--- config.mk ---
export PLATFORM = sky130hd
export DESIGN_NAME = ram_arbiter
export DESIGN_NICKNAME = d
export VERILOG_FILES = /design/src/rtl/ram_arb_pkg.sv /design/src/rtl/ram_arb_pick.sv /design/src/rtl/ram_arbiter.sv
export SDC_FILE = /design/constraint.sdc
export NUM_CORES = 1
export LEC_CHECK = 0
export BUFFER_PORTS_ARGS = -buffer_cell sky130_fd_sc_hd__buf_2
export CORE_MARGIN = 4
export CORE_UTILIZATION = 43
export DETAILED_ROUTE_END_ITERATION = 8
export PLACE_DENSITY = 0.78
export SYNTH_ARGS = -nofsm -noshare
export SYNTH_HDL_FRONTEND = slang
export SYNTH_HIERARCHICAL = 1
export SYNTH_SLANG_ARGS = --single-unit
export TNS_END_PERCENT = 50
--- constraint.sdc ---
create_clock -name Clk -period 2.1 [get_ports Clk]
set_input_delay 0.21 -clock Clk [delete_from_list [all_inputs] [get_ports Clk]]
set_output_delay 0.21 -clock Clk [all_outputs]
set_load 0.005 [all_outputs]
--- src/rtl/ram_arb_pkg.sv ---
// Shared types and encodings for the program/data RAM arbiter.
package ram_arb_pkg;

    typedef enum logic [1:0] {
        IDLE,
        ACCESS,
        RESP
    } state_t;

    localparam logic PORT_I   = 1'b0;
    localparam logic PORT_D   = 1'b1;

    localparam logic RW_WRITE = 1'b0;
    localparam logic RW_READ  = 1'b1;

endpackage

--- src/rtl/ram_arb_pick.sv ---
// Combinational winner select between fetch and data requests.
// RAM_ARB_ROUND_ROBIN_EN: ties alternate; otherwise the data port wins ties.
module ram_arb_pick
    import ram_arb_pkg::*;
(
    input  logic ireq,
    input  logic dreq,
    input  logic last_grant,
    output logic grant
);

    always_comb begin
        // With no request the result is unused; mirroring last_grant keeps it stable.
        grant = last_grant;
        if (ireq && dreq) begin
`ifdef RAM_ARB_ROUND_ROBIN_EN
            grant = ~last_grant;
`else
            grant = PORT_D;
`endif
        end else if (dreq) begin
            grant = PORT_D;
        end else if (ireq) begin
            grant = PORT_I;
        end
    end

endmodule

--- src/rtl/ram_arbiter.sv ---
// Shares one single-port RAM between instruction fetch and data load/store.
// Tie-break policy selected by RAM_ARB_ROUND_ROBIN_EN (see ram_arb_pick).
module ram_arbiter
    import ram_arb_pkg::*;
#(
    parameter int ADDR_W      = 16,
    parameter int DATA_W      = 32,
    parameter int WAIT_CYCLES = 1
) (
    input  logic              Clk,
    input  logic              Reset,
    input  logic              IReq,
    input  logic [ADDR_W-1:0] IAddr,
    output logic              IAck,
    output logic [DATA_W-1:0] IData,
    input  logic              DReq,
    input  logic              DWr,
    input  logic [ADDR_W-1:0] DAddr,
    input  logic [DATA_W-1:0] DWData,
    output logic              DAck,
    output logic [DATA_W-1:0] DRData,
    output logic              RamEnable,
    output logic              RamRW,
    output logic [ADDR_W-1:0] RamAddress,
    output logic [DATA_W-1:0] RamIn,
    input  logic [DATA_W-1:0] RamOut,
    output logic              Busy
);

    localparam logic [3:0] WAIT_INIT = 4'(WAIT_CYCLES - 1);

    state_t     state, state_n;
    logic [3:0] wait_cnt;
    logic       cur_port;
    logic       last_grant;
    logic       grant;
    logic       any_req;

    assign any_req = IReq | DReq;

    ram_arb_pick u_pick (
        .ireq       (IReq),
        .dreq       (DReq),
        .last_grant (last_grant),
        .grant      (grant)
    );

    always_comb begin
        state_n = state;
        case (state)
            IDLE:    if (any_req) state_n = ACCESS;
            ACCESS:  if (wait_cnt == 4'd0) state_n = RESP;
            RESP:    state_n = IDLE;
            default: state_n = IDLE;
        endcase
    end

    always_ff @(posedge Clk) begin
        if (Reset) state <= IDLE;
        else       state <= state_n;
    end

    always_ff @(posedge Clk) begin
        if (Reset) begin
            IAck       <= 1'b0;
            DAck       <= 1'b0;
            Busy       <= 1'b0;
            RamEnable  <= 1'b0;
            RamRW      <= RW_READ;
            RamAddress <= '0;
            RamIn      <= '0;
            IData      <= '0;
            DRData     <= '0;
            wait_cnt   <= '0;
            cur_port   <= PORT_D;
            last_grant <= PORT_D;
        end else begin
            IAck <= 1'b0;
            DAck <= 1'b0;
            Busy <= (state_n != IDLE);
            case (state)
                IDLE: begin
                    if (any_req) begin
                        cur_port   <= grant;
                        last_grant <= grant;
                        RamEnable  <= 1'b1;
                        wait_cnt   <= WAIT_INIT;
                        if (grant == PORT_D) begin
                            RamAddress <= DAddr;
                            RamIn      <= DWData;
                            RamRW      <= ~DWr;
                        end else begin
                            RamAddress <= IAddr;
                            RamRW      <= RW_READ;
                        end
                    end
                end
                ACCESS: begin
                    if (wait_cnt == 4'd0) begin
                        RamEnable <= 1'b0;
                        RamRW     <= RW_READ;
                        // Stores leave both read registers untouched.
                        if (RamRW == RW_READ) begin
                            if (cur_port == PORT_D) DRData <= RamOut;
                            else                    IData  <= RamOut;
                        end
                        IAck <= (cur_port == PORT_I);
                        DAck <= (cur_port == PORT_D);
                    end else begin
                        wait_cnt <= wait_cnt - 4'd1;
                    end
                end
                default: ;
            endcase
        end
    end

endmodule
Word-level counts from Yosys, hierarchy flattened
Index checks and enable logic that the tools add are counted.
{"block": "word_totals", "reg_bits": 124, "out_inout_bits": 117, "inputBits": 101, "wordCells": 51}
{"block": "classes", "n_reduce_logical": 12, "eq_ne": 4, "add_sub_neg": 1, "n_mux": 17, "bitwise_logic": 5}
{"cell": "16-bit two-way mux", "count": 1}
{"cell": "3-bit AND reduction", "count": 3}
{"cell": "1-bit two-way mux", "count": 8}
{"cell": "4-bit two-way mux", "count": 2}
{"cell": "4-bit one-hot mux with 2 select lines", "count": 1}
{"cell": "4-bit AND reduction", "count": 2}
{"cell": "2-bit inequality test (second input constant)", "count": 3}
{"cell": "4-bit logical NOT", "count": 1}
{"cell": "2-bit two-way mux", "count": 2}
{"cell": "1-bit NOT", "count": 4}
{"cell": "1-bit one-hot mux with 2 select lines", "count": 2}
{"cell": "2-bit one-hot mux with 2 select lines", "count": 1}
{"cell": "2-bit nonzero test", "count": 2}
{"cell": "4-bit by 1-bit subtractor with 4-bit output (second input constant)", "count": 1}
{"cell": "3-bit OR reduction", "count": 1}
{"cell": "2-bit by 1-bit == test with 1-bit output (second input constant)", "count": 1}
{"cell": "2-bit logical NOT", "count": 1}
{"cell": "2-bit AND reduction", "count": 1}
{"cell": "1-bit logical AND", "count": 1}
{"cell": "1-bit OR", "count": 1}

Logic depth before layout (Yosys ltp)
{"block": "logic_depth", "ltp_word": 6, "ltp_mapped": 8, "depth_no_buf": 5}

Cells and area by module
The synthesis kept the hierarchy.
{"module": "ram_arbiter", "cells_per_inst": 529, "n_inst": 1, "area_each_um2": 5071.1, "seq_area_each_um2": 2482.4}
{"module": "ram_arb_pick", "cells_per_inst": 2, "n_inst": 1, "area_each_um2": 11.3, "seq_area_each_um2": 0.0}

Worst setup path after synthesis
No wires, ideal clock.
{"block": "synth_path", "kind": "register -> register", "from": "register wait_cnt[0]", "to": "register IData[20]", "t_required_ns": 2.028, "path_stages_with_launch": 8, "setup_ns": 0.072, "synth_period_minus_slack_ns": 2.021, "path_slack_ns": 0.079, "arrival_time_ns": 1.950, "path_cell_list": "dfxtp_1 inv_1 ha_1 or3b_1 buf_2 nor4_2 buf_6 mux2i_1"}
{"block": "synth_via", "elab_chain_len": 2}
{"item": "from (decl)", "line_no": "ram_arbiter.sv:33", "text": "logic [3:0] wait_cnt;"}
{"item": "from (signal assigned)", "line_no": "ram_arbiter.sv:110", "text": "wait_cnt <= wait_cnt - 4'd1;"}
{"item": "4-bit logical NOT", "line_no": "ram_arbiter.sv:99", "text": "if (wait_cnt == 4'd0) begin"}
{"item": "4-bit AND reduction (no source line)"}
{"item": "to (signal assigned)", "line_no": "ram_arbiter.sv:105", "text": "else IData <= RamOut;"}
{"item": "to (decl)", "line_no": "ram_arbiter.sv:15", "text": "output logic [DATA_W-1:0] IData,"}
No other way between the ends.
A chain may end at the register's enable or synchronous reset.

Final worst setup path
{"block": "layout_path", "from": "register wait_cnt[0]", "to": "register DRData[23]"}
{"block": "layout_via", "elab_chain_len": 2}
{"item": "4-bit logical NOT", "line_no": "ram_arbiter.sv:99"}
{"item": "4-bit AND reduction (no source line)"}
{"item": "to (signal assigned)", "line_no": "ram_arbiter.sv:104", "text": "if (cur_port == PORT_D) DRData <= RamOut;"}
{"item": "to (decl)", "line_no": "ram_arbiter.sv:21", "text": "output logic [DATA_W-1:0] DRData,"}
No other way between the ends.

==> impl_metrics.json <==
{
  "finalSetupViolCount": 0,
  "p_seq_share_pct": 41.3,
  "layout_commonest_cell": "buf_2",
  "viasPerCell": 5.25,
  "clk_pin_slew_ns": 0.05,
  "period_share_pct": 93.3,
  "placed_area_sq_um": 6280,
  "slew_headroom_pct": 52.6,
  "endpoint": "DRData[23]$_SDFFE_PP0P_",
  "dp_hpwl_microns": 9960,
  "synth_seq_cells": 124,
  "synth_cell_types": 38,
  "period_minus_slack_ns": 1.96,
  "clockPowerShare_pct": 44.8,
  "grt_pass1_wl_microns": 21500,
  "async_flop_share_pct": 0,
  "post_cts_buffers": 0,
  "r2r-start": "wait_cnt[0]$_SDFFE_PP0P_",
  "outcome": "finished, final reports clean",
  "coreArea_sq_um": 11500,
  "area_growth_pct": 35.3,
  "drive_above_1_share_pct": 40.4,
  "rows": 39,
  "synth_edf_count": 0,
  "die_y_microns": 117,
  "route.detailed.wl_per_inst_microns": 15.8,
  "dr.first_iter.drc_count": 355,
  "antenna_found_initial": 0,
  "tritoncts": "yes",
  "p_sw_mw": 1.54,
  "grt_max_degree": 62,
  "slew_violations": 0,
  "rsz0062_at_grt": "no",
  "worstSetupPathType": "reg -> reg",
  "fmax_ghz": 0.510,
  "skew_ns": 0.00714,
  "finalInstanceArea_sq_um": 6880,
  "p_sw_share_pct": 24.2,
  "cts_sinks": 124,
  "ios": 218,
  "critPathLaunchType": "flop",
  "grt_pass1_vias": 4541,
  "clk_path_buf_depth": 2,
  "root_buffer": "clkbuf_16",
  "combPwrFrac_pct": 13.9,
  "fillers": 1011,
  "ys.flop_type": "dfxtp_1",
  "ys_seq_area_share_pct": 48.8,
  "syn-num-nets": 634,
  "internal_power_mw": 4.82,
  "htree_levels": 4,
  "p_leak_nw": 3.38,
  "reg2reg_to": "DRData[23]$_SDFFE_PP0P_",
  "die_area_sq_um": 13600,
  "insertion_delay_ns": 0.40,
  "startpoint": "wait_cnt[0]$_SDFFE_PP0P_",
  "port_buffers": 217,
  "cp.required_ns": 2.38,
  "cp.arrival_ns": 2.24,
  "netlist_area_sq_um": 5080,
  "worst_slew_pin_slew_ns": 0.711,
  "routabilityCongestion": 0.822,
  "grt_overflow": 0,
  "vias": 4640,
  "finalNetCount": 832,
  "finalSetupTns_ns": 0,
  "vdd_drop_max_uv": 581,
  "grt.total_usage_pct": 20.0,
  "p_per_area_nw_per_um2": 925,
  "hold_viol": 0,
  "avgSynthCellArea_sq_um": 9.57,
  "maxCapViolations": 0,
  "worstRegToRegCells": 7,
  "die_w_microns": 117,
  "first_pass_iters": 5,
  "synth_warnings": 6,
  "cp_max_fo": 14,
  "numCtsBuffers": 17,
  "hold_path.class": "in -> reg",
  "syn_inst": 531,
  "diodes": 0,
  "layout_common_cells": "buf_2 (217), dfxtp_1 (124), nand2_1 (101)",
  "crit_path_end_kind": "flop",
  "start_util_pct": 44.1,
  "worst-r2r-setup-slack_ns": 0.14,
  "ant_nets": 0,
  "drc": 0,
  "totalWireLength_microns": 14000
}
## metrics by stage
| step | cells | setup slack (ns) | power (mW) | util [%] | hold WS (ns) |
|---|---|---|---|---|---|
| after floorplan | 531 | 0.0788 | 3.16 | - | 0.329 |
| after global routing | 883 | 0.0183 | 6.64 | 59.7 | 0.0152 |
| after CTS | 883 | 0.0891 | 6.43 | 59.7 | 0.0105 |
| after global placement | 852 | 0.172 | 3.53 | 54.5 | 0.418 |
| after detailed placement | 852 | 0.0967 | 3.56 | 54.5 | 0.420 |
| final | 883 | 0.141 | 6.36 | 59.7 | 0.0331 |
## worst min-delay path by stage
stage	depth (start not counted)	to	slack [ns]	start
4_1_cts	2	RamIn[1]$_SDFFE_PP0P_	0.01	DWData[1]
3_5_place_dp	2	RamRW$_SDFFE_PP1P_	0.42	DWr
5_1_grt	2	RamIn[10]$_SDFFE_PP0P_	0.02	DWData[10]
3_3_place_gp	2	RamRW$_SDFFE_PP1P_	0.42	DWr
2_1_floorplan	1	RamRW$_SDFFE_PP1P_	0.33	DWr
6_report	2	RamIn[29]$_SDFFE_PP0P_	0.03	DWData[29]
## power groups by stage
stage	sequential (mW)	combinational [mW]	clock, mW
floorplan	2.68	0.486	0
global placement	2.67	0.857	0
detailed placement	2.68	0.885	0
CTS	2.63	0.890	2.91
global route	2.65	0.972	3.02
finish	2.63	0.883	2.85
## per-layer routing
layer	vias to the layer above	GRT usage, %	wire length (microns)
met5	-	0	0
met4	0	9.17	243
met3	22	6.89	1150
met2	212	33.1	6910
met1	2144	23.4	5650
li1	2262	-	-
## worst max-delay path: stages (launching register included)
cell,delay [ns]
dfxtp_1,0.31
inv_1,0.10
ha_1,0.17
or3b_1,0.36
buf_4,0.18
or3_1,0.38
buf_6,0.18
mux2i_1,0.14
## flip-flops by register name, summed over array words and instances, names as in the netlist, 2 cells and up
name	flops
IData	32
RamAddress	16
DRData	32
state	2
RamIn	32
wait_cnt	4
## synth_stat cells, types with 3 or more instances
cell      instances  area (sq um)
a211oi_1         17           128
a21oi_1          19          95.1
a311oi_1         32           280
a31o_2           32           280
buf_2             5          25.0
clkbuf_1         43           161
dfxtp_1         124          2480
inv_1            36           135
mux2i_1          80           801
nand2_1         101           379
nor2_1            3          11.3
nor2b_1           3          18.8
nor3_1            4          20.0
## cells by family after synthesis
family | share of synthesized area, %
buffers and inverters | 7.39
AND/OR/NAND/NOR | 10.7
flip-flops | 48.8
AO/OA/AOI/OAI | 16.9
multiplexers | 15.8
adder cells (fa/ha/maj) | 0.492
## repair_timing
item                                   4_1_cts  5_1_grt
setup endpoints to repair                    0        3
resized for setup                            0        1
endpoints found under the hold margin        1        0
hold buffers                                 1        0
## final cells by class
class	count	area, sq um	area share [%]
flip-flops and latches	124	2480	36.1
multi-input cells	317	2250	32.7
inverters	37	140	2.04
well taps	143	179	2.60
repair buffers	232	1240	18.1
clock buffers	23	498	7.24
clock inverters	7	87.6	1.27
Note: power is estimated with default switching activity, not from simulation.
